$ cat config.mk
export PLATFORM = sky130hd
export DESIGN_NAME = shadow_capture_mc_flat
export DESIGN_NICKNAME = d
export VERILOG_FILES = /design/src/rtl/shadow_capture_mc_pkg.sv /design/src/rtl/shadow_capture_mc_if.sv /design/src/rtl/shadow_capture_mc_chain_ser.sv /design/src/rtl/shadow_capture_mc.sv /design/src/flat_wrapper.sv
export SDC_FILE = /design/constraint.sdc
export NUM_CORES = 1
export LEC_CHECK = 0
export BUFFER_PORTS_ARGS = -buffer_cell sky130_fd_sc_hd__buf_4
export CORE_MARGIN = 2
export CORE_UTILIZATION = 62
export DETAILED_ROUTE_END_ITERATION = 8
export PLACE_DENSITY = 0.87
export SLEW_MARGIN = 10
export SYNTH_ARGS = -nofsm -noshare
export SYNTH_HDL_FRONTEND = slang
export SYNTH_SLANG_ARGS = --single-unit
$ cat constraint.sdc
create_clock -name clk -period 13.3 [get_ports clk]
set_input_delay 1.995 -clock clk [delete_from_list [all_inputs] [get_ports clk]]
set_output_delay 1.995 -clock clk [all_outputs]
set_load 0.1 [all_outputs]
$ cat src/rtl/shadow_capture_mc_pkg.sv
// rtl/shadow_capture_mc_pkg.sv - shared types and sizing helpers for shadow_capture_mc
// Contents: FSM state enum, chain length and remaining-counter width helpers.
package shadow_pkg;

    typedef enum logic [1:0] {
        EMPTY   = 2'd0,
        HELD    = 2'd1,
        DUMPING = 2'd2
    } state_t;

    // Bits per chain; the last chain is padded with zeros up to this length.
    function automatic int chain_len(int bits, int chains);
        return (bits + chains - 1) / chains;
    endfunction

    // Counter must hold the value L itself, hence L+1 states.
    function automatic int cnt_w(int l);
        return $clog2(l + 1);
    endfunction

endpackage

$ cat src/rtl/shadow_capture_mc_if.sv
// rtl/shadow_capture_mc_if.sv - capture/dump bus between a controller and shadow_capture_mc
// Signals: capture_en, capture_mode, din, err_en, err_idx, dump_en (to block);
//          chains_out, chains_out_vld, chains_out_done, busy (from block).
interface shadow_capture_mc_if
    import shadow_pkg::*;
#(
    parameter int DFF_BITS = 229,
    parameter int CHAINS   = 2,
    parameter int ERR_W    = 8
) ();
    logic                capture_en;
    logic                capture_mode;
    logic [DFF_BITS-1:0] din;
    logic                err_en;
    logic [ERR_W-1:0]    err_idx;
    logic [CHAINS-1:0]   dump_en;
    logic [CHAINS-1:0]   chains_out;
    logic [CHAINS-1:0]   chains_out_vld;
    logic [CHAINS-1:0]   chains_out_done;
    logic                busy;

    modport master (
        output capture_en, capture_mode, din, err_en, err_idx, dump_en,
        input  chains_out, chains_out_vld, chains_out_done, busy
    );

    modport slave (
        input  capture_en, capture_mode, din, err_en, err_idx, dump_en,
        output chains_out, chains_out_vld, chains_out_done, busy
    );
endinterface

$ cat src/rtl/shadow_capture_mc_chain_ser.sv
// rtl/shadow_capture_mc_chain_ser.sv - one stallable LSB-first serialiser chain
// Ports: clk, rst; load/data (snapshot slice); shift_req (dump_en bit), active (snapshot valid);
//        shifting (bit leaves this cycle); sout/vld/done registered outputs.
module shadow_chain_ser #(
    parameter int L  = 115,
    parameter int CW = 7
) (
    input  logic         clk,
    input  logic         rst,
    input  logic         load,
    input  logic [L-1:0] data,
    input  logic         shift_req,
    input  logic         active,
    output logic         shifting,
    output logic         sout,
    output logic         vld,
    output logic         done
);
    logic [L-1:0]  sr;
    logic [CW-1:0] rem;

    assign shifting = shift_req && active && (rem != '0);

    always_ff @(posedge clk or posedge rst) begin
        if (rst) begin
            sr   <= '0;
            rem  <= '0;
            sout <= 1'b0;
            vld  <= 1'b0;
            done <= 1'b0;
        end else begin
            vld <= shifting;
            if (load) begin
                sr   <= data;
                rem  <= CW'(L);
                done <= 1'b0;
            end else if (shifting) begin
                sout <= sr[0];
                sr   <= sr >> 1;
                rem  <= rem - CW'(1);
                // done rises together with the vld of the final bit
                if (rem == CW'(1)) done <= 1'b1;
            end
        end
    end
endmodule

$ cat src/rtl/shadow_capture_mc.sv
// rtl/shadow_capture_mc.sv - snapshot a state vector and dump it on independent serial chains
// Ports: clk, rst (async, active-high); bus (slave modport of shadow_capture_mc_if).
module shadow_capture_mc
    import shadow_pkg::*;
#(
    parameter int DFF_BITS = 229,
    parameter int CHAINS   = 2,
    parameter int ERR_W    = 8
) (
    input  logic                 clk,
    input  logic                 rst,
    shadow_capture_mc_if.slave   bus
);
    localparam int L  = chain_len(DFF_BITS, CHAINS);
    localparam int CW = cnt_w(L);

    state_t              state, state_nxt;
    logic [CHAINS*L-1:0] snap_in;
    logic [CHAINS-1:0]   shifting, out_b, vld_b, done_b;
    logic                cap_accept;
    logic                active;
    logic [31:0]         idx32;

    assign active = (state != EMPTY);

    // Re-capture in HELD only in continuous mode and only when no chain is asking to shift.
    assign cap_accept = bus.capture_en &&
                        ((state == EMPTY) ||
                         ((state == HELD) && bus.capture_mode && (bus.dump_en == '0)));

    // Padded snapshot image with optional single-bit inversion; out-of-range index matches nothing.
    always_comb begin
        snap_in = '0;
        idx32   = 32'(bus.err_idx);
        for (int i = 0; i < DFF_BITS; i++) begin
            snap_in[i] = bus.din[i] ^ (bus.err_en && (idx32 == 32'($unsigned(i))));
        end
    end

    for (genvar k = 0; k < CHAINS; k++) begin : g_chain
        shadow_chain_ser #(.L(L), .CW(CW)) u_ser (
            .clk       (clk),
            .rst       (rst),
            .load      (cap_accept),
            .data      (snap_in[k*L +: L]),
            .shift_req (bus.dump_en[k]),
            .active    (active),
            .shifting  (shifting[k]),
            .sout      (out_b[k]),
            .vld       (vld_b[k]),
            .done      (done_b[k])
        );
    end

    always_ff @(posedge clk or posedge rst) begin
        if (rst) state <= EMPTY;
        else     state <= state_nxt;
    end

    // Leaving DUMPING waits for the registered done bits, so busy drops the cycle after the last done.
    always_comb begin
        state_nxt = state;
        case (state)
            EMPTY:   if (cap_accept) state_nxt = HELD;
            HELD:    if (|shifting)  state_nxt = DUMPING;
            DUMPING: if (&done_b)    state_nxt = EMPTY;
            default: state_nxt = EMPTY;
        endcase
    end

    assign bus.chains_out      = out_b;
    assign bus.chains_out_vld  = vld_b;
    assign bus.chains_out_done = done_b;
    assign bus.busy            = active;
endmodule

$ cat src/flat_wrapper.sv
// flat-port wrapper written by rule: the top's interface ports become plain ports
module shadow_capture_mc_flat import shadow_pkg::*;
#(
    parameter int DFF_BITS = 229,
    parameter int CHAINS   = 2,
    parameter int ERR_W    = 8
)
  (clk, rst, bus_capture_en, bus_capture_mode, bus_din, bus_err_en, bus_err_idx, bus_dump_en, bus_chains_out, bus_chains_out_vld, bus_chains_out_done, bus_busy);
  shadow_capture_mc_if #(.DFF_BITS(DFF_BITS), .CHAINS(CHAINS), .ERR_W(ERR_W)) bus_i ();
  input  logic clk;
  input  logic rst;
  input wire logic [$bits(bus_i.capture_en)-1:0] bus_capture_en;
  input wire logic [$bits(bus_i.capture_mode)-1:0] bus_capture_mode;
  input wire logic [$bits(bus_i.din)-1:0] bus_din;
  input wire logic [$bits(bus_i.err_en)-1:0] bus_err_en;
  input wire logic [$bits(bus_i.err_idx)-1:0] bus_err_idx;
  input wire logic [$bits(bus_i.dump_en)-1:0] bus_dump_en;
  output wire logic [$bits(bus_i.chains_out)-1:0] bus_chains_out;
  output wire logic [$bits(bus_i.chains_out_vld)-1:0] bus_chains_out_vld;
  output wire logic [$bits(bus_i.chains_out_done)-1:0] bus_chains_out_done;
  output wire logic [$bits(bus_i.busy)-1:0] bus_busy;
  assign bus_i.capture_en = bus_capture_en;
  assign bus_i.capture_mode = bus_capture_mode;
  assign bus_i.din = bus_din;
  assign bus_i.err_en = bus_err_en;
  assign bus_i.err_idx = bus_err_idx;
  assign bus_i.dump_en = bus_dump_en;
  assign bus_chains_out = bus_i.chains_out;
  assign bus_chains_out_vld = bus_i.chains_out_vld;
  assign bus_chains_out_done = bus_i.chains_out_done;
  assign bus_busy = bus_i.busy;
  shadow_capture_mc #(.DFF_BITS(DFF_BITS), .CHAINS(CHAINS), .ERR_W(ERR_W)) u_core (.clk(clk), .rst(rst), .bus(bus_i));
endmodule
==> metrics.md, run 1 <==
| Metric | Value |
|---|---|
| Placed Area | `0.0163 mm2` |
| First-pass GRT wire length | `70.6 mm` |
| Grt total ovfl | `0` |
| Commonest register cell after synthesis | `dfrtp_1` |
| Cts bufs inserted | `27` |
| Hold Violations, Final | `0` |
| Most frequent cells after synthesis | `dfrtp_1, a221o_1, nor3_1` |
| Worst-skew pair later-pin latency | `0.54 ns` |
| Routed wire per std cell | `22.7 um` |
| Critical path arrival | `between 4 and 5 ns` |
| Unrepaired setup endpoints after global routing | `no` |
| Dpl hpwl | `27.2 mm` |
| Setup Buffers After CTS | `0` |
| Reg2reg setup slack | `9.05 ns` |
| Post-synth EDFFs | `0` |
| I/O Buffers | `250` |
| Synth Net Count | `1793` |
| I/O Pins | `251` |
| Total core area | `0.0233 mm2` |
| Sequence of cells on the critical path | `buf_4 -> o211ai_4 -> clkinv_2 -> nor2_4 -> buf_4 -> a221o_1` |
| Routability Congestion | `0.840` |
| Endpoints failing setup | `0` |
| Vias | `between 10k and 15k` |
| Detailed Route WL | `45.4 mm` |
| Cell area after layout | `approximately 0.017 mm2` |
| Leakage | `7.06 nW` |
| Critical Setup Path Class | `in -> reg` |
| Status | `complete, no violations` |
| Clk slew on worst S/H paths | `0.06 ns` |
| Layout cells sized above 1 | `0.199` |
| Rows | `56` |
| Crit end category | `flip-flop` |
| Yosys reg bits | `251` |
| Clock Path Buffers | `3` |
| Hold-fix buffers, CTS | `0` |
| Mapped Avg Cell Area | `9.52 um2` |
| Required @ worst endpoint | `13.77 ns` |
| Post-route setup TNS | `0 ns` |
| Largest stage delay, worst path | `0.80 ns` |
| Largest net degree at the start of global routing | `110` |
| CTS tree | `built` |
| CP most frequent cell | `buf_4` |
| Top cells by area, synth | `dfrtp_1, a221o_1, or4_1` |
| DR pass1 iterations | `6` |
| Antenna Nets Post-Route | `0` |
| Post-Syn Area | `roughly 0.015 mm2` |
| Max frequency | `0.222 GHz` |
| Root Driver | `clkbuf_16` |
| Die Ht | `roughly 160 um` |
| Gate Count Post-Synth | `1543` |
| Async set or reset register ratio after synthesis | `1.00` |
| Fill cells | `~1.6k` |
| MaxCap Viol Count | `0` |
| H-Tree Depth | `1` |
| Vias per cell | `7.03` |
| Synth area leader | `dfrtp_1` |
| CTS resizes | `0` |
| Remaining routing DRC violations | `0` |
| Hold Path Class | `reg -> reg` |
| Max-slew headroom | `0.213` |
| Synth top area share | `0.428` |
| Slowest CP cell | `buf_4` |
| Syn-to-layout area delta | `17.5%` |
| CTS Sinks | `251` |
| Die ar. | `0.0249 mm2` |
| Sequential area share after synthesis | `0.428` |
| Max Fanout on Critical Path | `92` |
| Crit path time final | `4.51 ns` |
| Initial Utilization | `0.629` |
| Crit path launch type | `input pin` |
| Initial antenna violation count | `3` |
| Final net count | `1905` |
| Gr usage total | `0.357` |
| PD cells | `187 mW/mm2` |
| Vias in the first global route | `13.4k` |
| Slew Limit Fails | `0` |
| Ys Warns | `0` |
| Clock skew | `0.0133 ns` |
| Drt initial violations | `1731` |
| Most common cell in the netlist | `dfrtp_1` |
| Synth unique cells | `46` |
| Final Cycle Share | `0.339` |
| Slew @ Worst Pin | `1.17 ns` |
| Die Span X | `158 um` |
| Worst VDD drop | `99.9 uV` |
[through the flow]
stage	power, mW	std cells	util	setup slack (ns)	hold slack, ns
after floorplan	2.09	1543	-	4.41	0.439
after global placement	2.32	1945	0.699	8.56	0.452
after CTS	3.19	1994	0.739	8.95	0.486
after global routing	3.38	1996	0.739	8.65	0.510
final	3.22	1997	0.740	8.79	0.481
after detailed placement	2.38	1945	0.699	8.46	0.465
[where the power goes]
| part | total (mW) | switching [mW] | leakage, nW | internal, mW |
|---|---|---|---|---|
| Sequential | 1.32 | 0.208 | 3.12 | 1.11 |
| Combinational | 1.09 | 0.631 | 3.47 | 0.462 |
| Clock | 0.808 | 0.319 | 0.464 | 0.489 |
[flip-flops by register name (all words and copies together) (netlist names)]
signal                     cells
u_core.state                   2
u_core.g_chain.u_ser.vld       2
u_core.g_chain.u_ser.sout      2
u_core.g_chain.u_ser.rem      14
u_core.g_chain.u_ser.done      2
u_core.g_chain.u_ser.sr      229
[per-layer routing]
layer	track usage	part of all wire	vias to the layer above
met5	0	0	-
met4	0.167	0.046	0
met3	0.0641	0.10	143
li1	-	-	6126
met1	0.477	0.38	6859
met2	0.569	0.47	918
[worst max-delay path, delay by kind of cell]
kind	cells	cell delay, ns
buffers and inverters	3	1.72
and+or+nand+nor	1	0.56
AOI/OAI and AO/OA	2	0.55
[cell usage in the layout (no fill, tap or decap), types with 3 or more instances in the layout]
cell | Yosys | routed
or4_1 | 105 | 105
clkbuf_1 | 122 | 7
buf_4 | 13 | 270
xor2_1 | 60 | 60
clkinv_2 | 0 | 5
a21oi_1 | 107 | 107
o221ai_1 | 58 | 58
o211ai_1 | 10 | 10
or4b_2 | 3 | 3
clkbuf_8 | 0 | 7
nand2b_1 | 6 | 4
nand3b_1 | 3 | 3
dfrtp_1 | 251 | 251
nor3_1 | 130 | 130
clkbuf_16 | 0 | 27
or4b_1 | 4 | 4
a31oi_1 | 4 | 4
xnor2_1 | 67 | 67
nand4b_1 | 4 | 4
bufinv_16 | 0 | 4
diode_2 | 0 | 3
ha_1 | 6 | 6
and3_1 | 3 | 3
nand3_1 | 18 | 17
inv_1 | 64 | 62
nand4bb_1 | 8 | 8
or2_2 | 3 | 3
o21ai_0 | 7 | 6
nand2_1 | 85 | 83
a221o_1 | 160 | 160
nor2_1 | 65 | 64
o31ai_1 | 102 | 102
[final cells by class]
cell class / instances / area [um2] / share of cell area
clock buffers: 41 / 798 / 0.0463
flip-flops and latches: 251 / 6280 / 0.364
inverters: 65 / 253 / 0.0146
well taps: 319 / 399 / 0.0231
clock inverters: 8 / 140 / 0.00812
multi-input cells: 1040 / 7350 / 0.426
diodes: 3 / 7.51 / 0.000435
repair buffers: 270 / 2030 / 0.117
[path summary, 6_finish.rpt]
kind | start | end | depth (start not counted)
worst min register to register | u_core.g_chain[1].u_ser.sr[0] | u_core.g_chain[1].u_ser.sout | 2
worst min-delay path | u_core.g_chain[1].u_ser.sr[0] | u_core.g_chain[1].u_ser.sout | 2
worst max-delay path | bus_dump_en[0] | u_core.g_chain[0].u_ser.sr[112] | 6
worst max register to register | u_core.g_chain[0].u_ser.rem[2] | u_core.g_chain[0].u_ser.sr[112] | 6
min in group asynchronous | rst | u_core.g_chain[0].u_ser.done | 2
max in group asynchronous | rst | u_core.g_chain[1].u_ser.sr[108] | 3
[logic make-up after synthesis]
group	synth area share
buffers and inverters	0.0741
AOI/OAI and AO/OA	0.247
muxes	0.00136
adders and majority gates	0.00511
and+or+nand+nor	0.169
xor gates and xnor gates	0.0757
DFF	0.428
Power figures use the tool's default switching activity.
==> run 2, diff against run 1 <==
--- a/config.mk
+++ b/config.mk
@@ -5,11 +5,12 @@
 export SDC_FILE = /design/constraint.sdc
 export NUM_CORES = 1
 export LEC_CHECK = 0
+export ABC_AREA = 1
 export BUFFER_PORTS_ARGS = -buffer_cell sky130_fd_sc_hd__buf_4
 export CORE_MARGIN = 2
-export CORE_UTILIZATION = 62
+export CORE_UTILIZATION = 59
 export DETAILED_ROUTE_END_ITERATION = 8
-export PLACE_DENSITY = 0.87
+export PLACE_DENSITY = 0.82
 export SLEW_MARGIN = 10
 export SYNTH_ARGS = -nofsm -noshare
 export SYNTH_HDL_FRONTEND = slang
==> constraint.sdc (replaced) <==
create_clock -name clk -period 4.4 [get_ports clk]
set_input_delay 0.66 -clock clk [delete_from_list [all_inputs] [get_ports clk]]
set_output_delay 0.66 -clock clk [all_outputs]
set_load 0.1 [all_outputs]
==> metrics.md, run 2 <==
| Metric | Value |
|---|---|
| Antenna Nets Post-Route | `0 (unchanged)` |
| Sequential cell area | `0.00628 mm2 (unchanged)` |
| Root Driver | `clkbuf_16 (unchanged)` |
| Final Cycle Share | `0.725` |
| Initial Utilization | `0.602 (was 0.629)` |
| Gr usage total | `0.406 (was 0.357)` |
| CTS resizes | `0 (unchanged)` |
| Comb power frac | `0.398 (was 0.339)` |
| Synth unique cells | `28 (was 46)` |
| Clk slew on worst S/H paths | `0.06 ns (about the same)` |
| Unrepaired setup endpoints after global routing | `no (unchanged)` |
| Die ar. | `0.0298 mm2 (was 0.0249 mm2)` |
| Most frequent cells after synthesis | `nand3_1, nand2_1, dfrtp_1 (was dfrtp_1, a221o_1, nor3_1)` |
| Worst VDD drop | `403 uV (was 99.9 uV)` |
| Vias | `18.9k (was 14.0k)` |
| MaxCap Viol Count | `0 (unchanged)` |
| Detailed Route WL | `63.0 mm (was 45.4 mm)` |
| Biggest regs | `u_core.g_chain.u_ser.sr: 229 flops, u_core.g_chain.u_ser.rem: 14 flops (unchanged)` |
| Max frequency | `0.314 GHz` |
| First-pass GRT wire length | `95.8 mm (was 70.6 mm)` |
| Clock Path Buffers | `3 (unchanged)` |
| Reg power frac | `0.379 (was 0.410)` |
| Rows | `61 (was 56)` |
| Internal Pwr Total | `6.35 mW (was 2.06 mW)` |
| Hold-fix buffers, CTS | `0 (unchanged)` |
| Critical Setup Path Class | `reg -> reg (was in -> reg)` |
| Clock skew | `0.0124 ns (was 0.0133 ns)` |
| Post-route setup TNS | `0 ns (unchanged)` |
| CP Launch Point | `u_core.g_chain[1].u_ser.rem[0] (was bus_dump_en[0])` |
| Crit path time final | `approximately 3.2 ns` |
| Core Util, Final | `0.700 (was 0.740)` |
| Top cells by area, synth | `dfrtp_1, nand3_1, nand2_1 (was dfrtp_1, a221o_1, or4_1)` |
| Max-slew headroom | `0.154 (was 0.213)` |
| Net Sw Power | `4.46 mW (was 1.16 mW)` |
| Power share of the clock group | `0.224 (was 0.251)` |
| CTS tree | `built (unchanged)` |
| Final net count | `2774 (was 1905)` |
| Synth area leader | `dfrtp_1 (unchanged)` |
| PD cells | `554 mW/mm2 (was 187 mW/mm2)` |
| Synth Net Count | `2643 (was 1793)` |
| Mapped Avg Cell Area | `7.00 um2 (was 9.52 um2)` |
| Gate Count Post-Synth | `2393 (was 1543)` |
| Syn-to-layout area delta | `16.3% (was 17.5%)` |
| Crit path launch type | `flip-flop (was input pin)` |
| Grt total ovfl | `0 (unchanged)` |
| Initial antenna violation count | `1 (was 3)` |
| Drt initial violations | `2969 (was 1731)` |
| Fill cells | `2368 (was 1649)` |
| Reg2reg setup slack | `1.21 ns (was 9.05 ns)` |
| Top reg by flops | `u_core.g_chain.u_ser.sr (unchanged)` |
| Max FFs per register | `229 (unchanged)` |
| Multi-input logic area | `0.00878 mm2 (was 0.00735 mm2)` |
| Setup Buffers After CTS | `0 (unchanged)` |
| I/O Buffers | `250 (unchanged)` |
| Slew @ Worst Pin | `1.26 ns (was 1.17 ns)` |
| Most common cell in the netlist | `nand3_1 (was dfrtp_1)` |
| Sw Share | `0.413 (was 0.359)` |
| Crit end category | `flip-flop (unchanged)` |
| Post-Syn Area | `0.0168 mm2 (was 0.0147 mm2)` |
| Status | `complete, no violations (unchanged)` |
| Remaining routing DRC violations | `0 (unchanged)` |
| Post-synth EDFFs | `0 (unchanged)` |
| Sequential area share after synthesis | `0.375 (was 0.428)` |
| Commonest register cell after synthesis | `dfrtp_1 (unchanged)` |
| DR pass1 iterations | `6 (unchanged)` |
| Die Ht | `173 um (was 158 um)` |
| Vias per cell | `6.45 (was 7.03)` |
| Hold Path Class | `in -> async (was reg -> reg)` |
| I/O Pins | `251 (unchanged)` |
| Routability Congestion | `0.915 (was 0.840)` |
| Most frequent cells in the layout | `nand3_1, nand2_1, buf_4, dfrtp_1, inv_1 (was buf_4, dfrtp_1, a221o_1, nor3_1, a21oi_1)` |
| Leakage | `9.39 nW (was 7.06 nW)` |
| CTS Sinks | `251 (unchanged)` |
| Routed wire per std cell | `21.5 um (was 22.7 um)` |
| Critical path arrival | `3.68 ns (was 4.98 ns)` |
| Commonest non-fill, non-tap cell in the layout | `nand3_1 (was buf_4)` |
| Cts bufs inserted | `29 (was 27)` |
| Worst-skew pair later-pin latency | `0.56 ns (was 0.54 ns)` |
| Synth top area share | `0.375 (was 0.428)` |
| Yosys reg bits | `251 (unchanged)` |
| Endpoints failing setup | `0 (unchanged)` |
| Slew Limit Fails | `0 (unchanged)` |
| Layout cells sized above 1 | `0.154 (was 0.199)` |
| Dpl hpwl | `38.7 mm (was 27.2 mm)` |
| Async set or reset register ratio after synthesis | `1.00 (unchanged)` |
| R2R Path Start | `u_core.g_chain[1].u_ser.rem[0] (was u_core.g_chain[0].u_ser.rem[2])` |
| Largest net degree at the start of global routing | `106 (was 110)` |
| Ys Warns | `0 (unchanged)` |
| H-Tree Depth | `1 (unchanged)` |
| Vias in the first global route | `17.4k (was 13.4k)` |
| Required @ worst endpoint | `4.89 ns (was 13.77 ns)` |
| Total core area | `0.0279 mm2 (was 0.0233 mm2)` |
| Die Span X | `173 um (was 158 um)` |
| Max Fanout on Critical Path | `87 (was 92)` |
| Hold Violations, Final | `0 (unchanged)` |
## run 2: cell count changes after synthesis, sizes merged, moves of 107 or more
| cell | before | now |
|---|---|---|
| a221o | 160 | 0 |
| inv | 65 | 219 |
| nand2 | 85 | 497 |
| nand3 | 18 | 975 |
| nor3 | 130 | 9 |
| o21bai | 0 | 143 |
| or4 | 107 | 0 |
## run 2: metal layers
metal | track usage | vias up | part of all wire
li1 | - | 8312 | -
met1 | 0.519 | 8803 | 0.36
met2 | 0.614 | 1428 | 0.43
met3 | 0.117 | 315 | 0.14
met4 | 0.246 | 2 | 0.071
met5 | 0 | - | 0.00017
## run 2: power by group through the flow
stage | Sequential (mW) | Combinational (mW) | Clock, mW
detailed placement | 4.07 | 4.21 | 0
CTS | 4.06 | 4.23 | 2.41
global route | 4.19 | 4.76 | 2.51
floorplan | 3.91 | 3.28 | 0
global placement | 4.05 | 4.03 | 0
finish | 4.09 | 4.30 | 2.42
## run 2: logic make-up (layout without fill, tap and decap cells)
logic type                 Yosys count  count (layout)  synth area share
and+or+nand+nor                   1562            1562             0.445
buffers and inverters              406             556             0.103
DFF                                251             251             0.375
AOI/OAI and AO/OA                  164             164            0.0708
adders and majority gates            6               6           0.00448
xor gates and xnor gates             4               4           0.00209
other                                0               2                 0
## run 2: layout make-up
| cell class | instances | share of cell area |
|---|---|---|
| clock buffers | 47 | 0.0458 |
| flip-flops and latches | 251 | 0.322 |
| clock inverters | 3 | 0.00225 |
| diodes | 2 | 0.000257 |
| well taps | 378 | 0.0243 |
| repair buffers | 284 | 0.112 |
| multi-input cells | 1736 | 0.450 |
| inverters | 222 | 0.0432 |
## run 2: path summary, 6_finish.rpt
path | endpoint | cells after the start
max reg2reg | u_core.g_chain[1].u_ser.sr[31] | 11
max in group asynchronous | u_core.g_chain[1].u_ser.sr[63] | 3
min | u_core.g_chain[0].u_ser.rem[2] | 2
min in group clk | u_core.g_chain[1].u_ser.sr[113] | 3
max | u_core.g_chain[1].u_ser.sr[31] | 11
min reg2reg | u_core.g_chain[0].u_ser.sout | 2
## run 2: through the flow
step	cells	power (mW)	area (um2)	hold WS [ns]	setup slack [ns]
after floorplan	2393	7.19	16800	0.443	0.438
after global placement	2871	8.07	18600	0.461	1.41
after detailed placement	2871	8.27	18600	0.466	1.34
after CTS	2921	10.7	19500	0.243	1.30
after global routing	2921	11.5	19500	0.268	1.05
final	2923	10.8	19500	0.219	1.21
## run 2: critical path, cell delays in order (launching register included)
cell and delay (ns):
dfrtp_1 0.38, inv_1 0.18, ha_1 0.18, inv_1 0.03, nor2_1 0.12, nand2_2 0.45
nand2_4 0.54, buf_4 0.81, nand3_1 0.17, nand2_1 0.12, inv_1 0.05, nand2_1 0.05
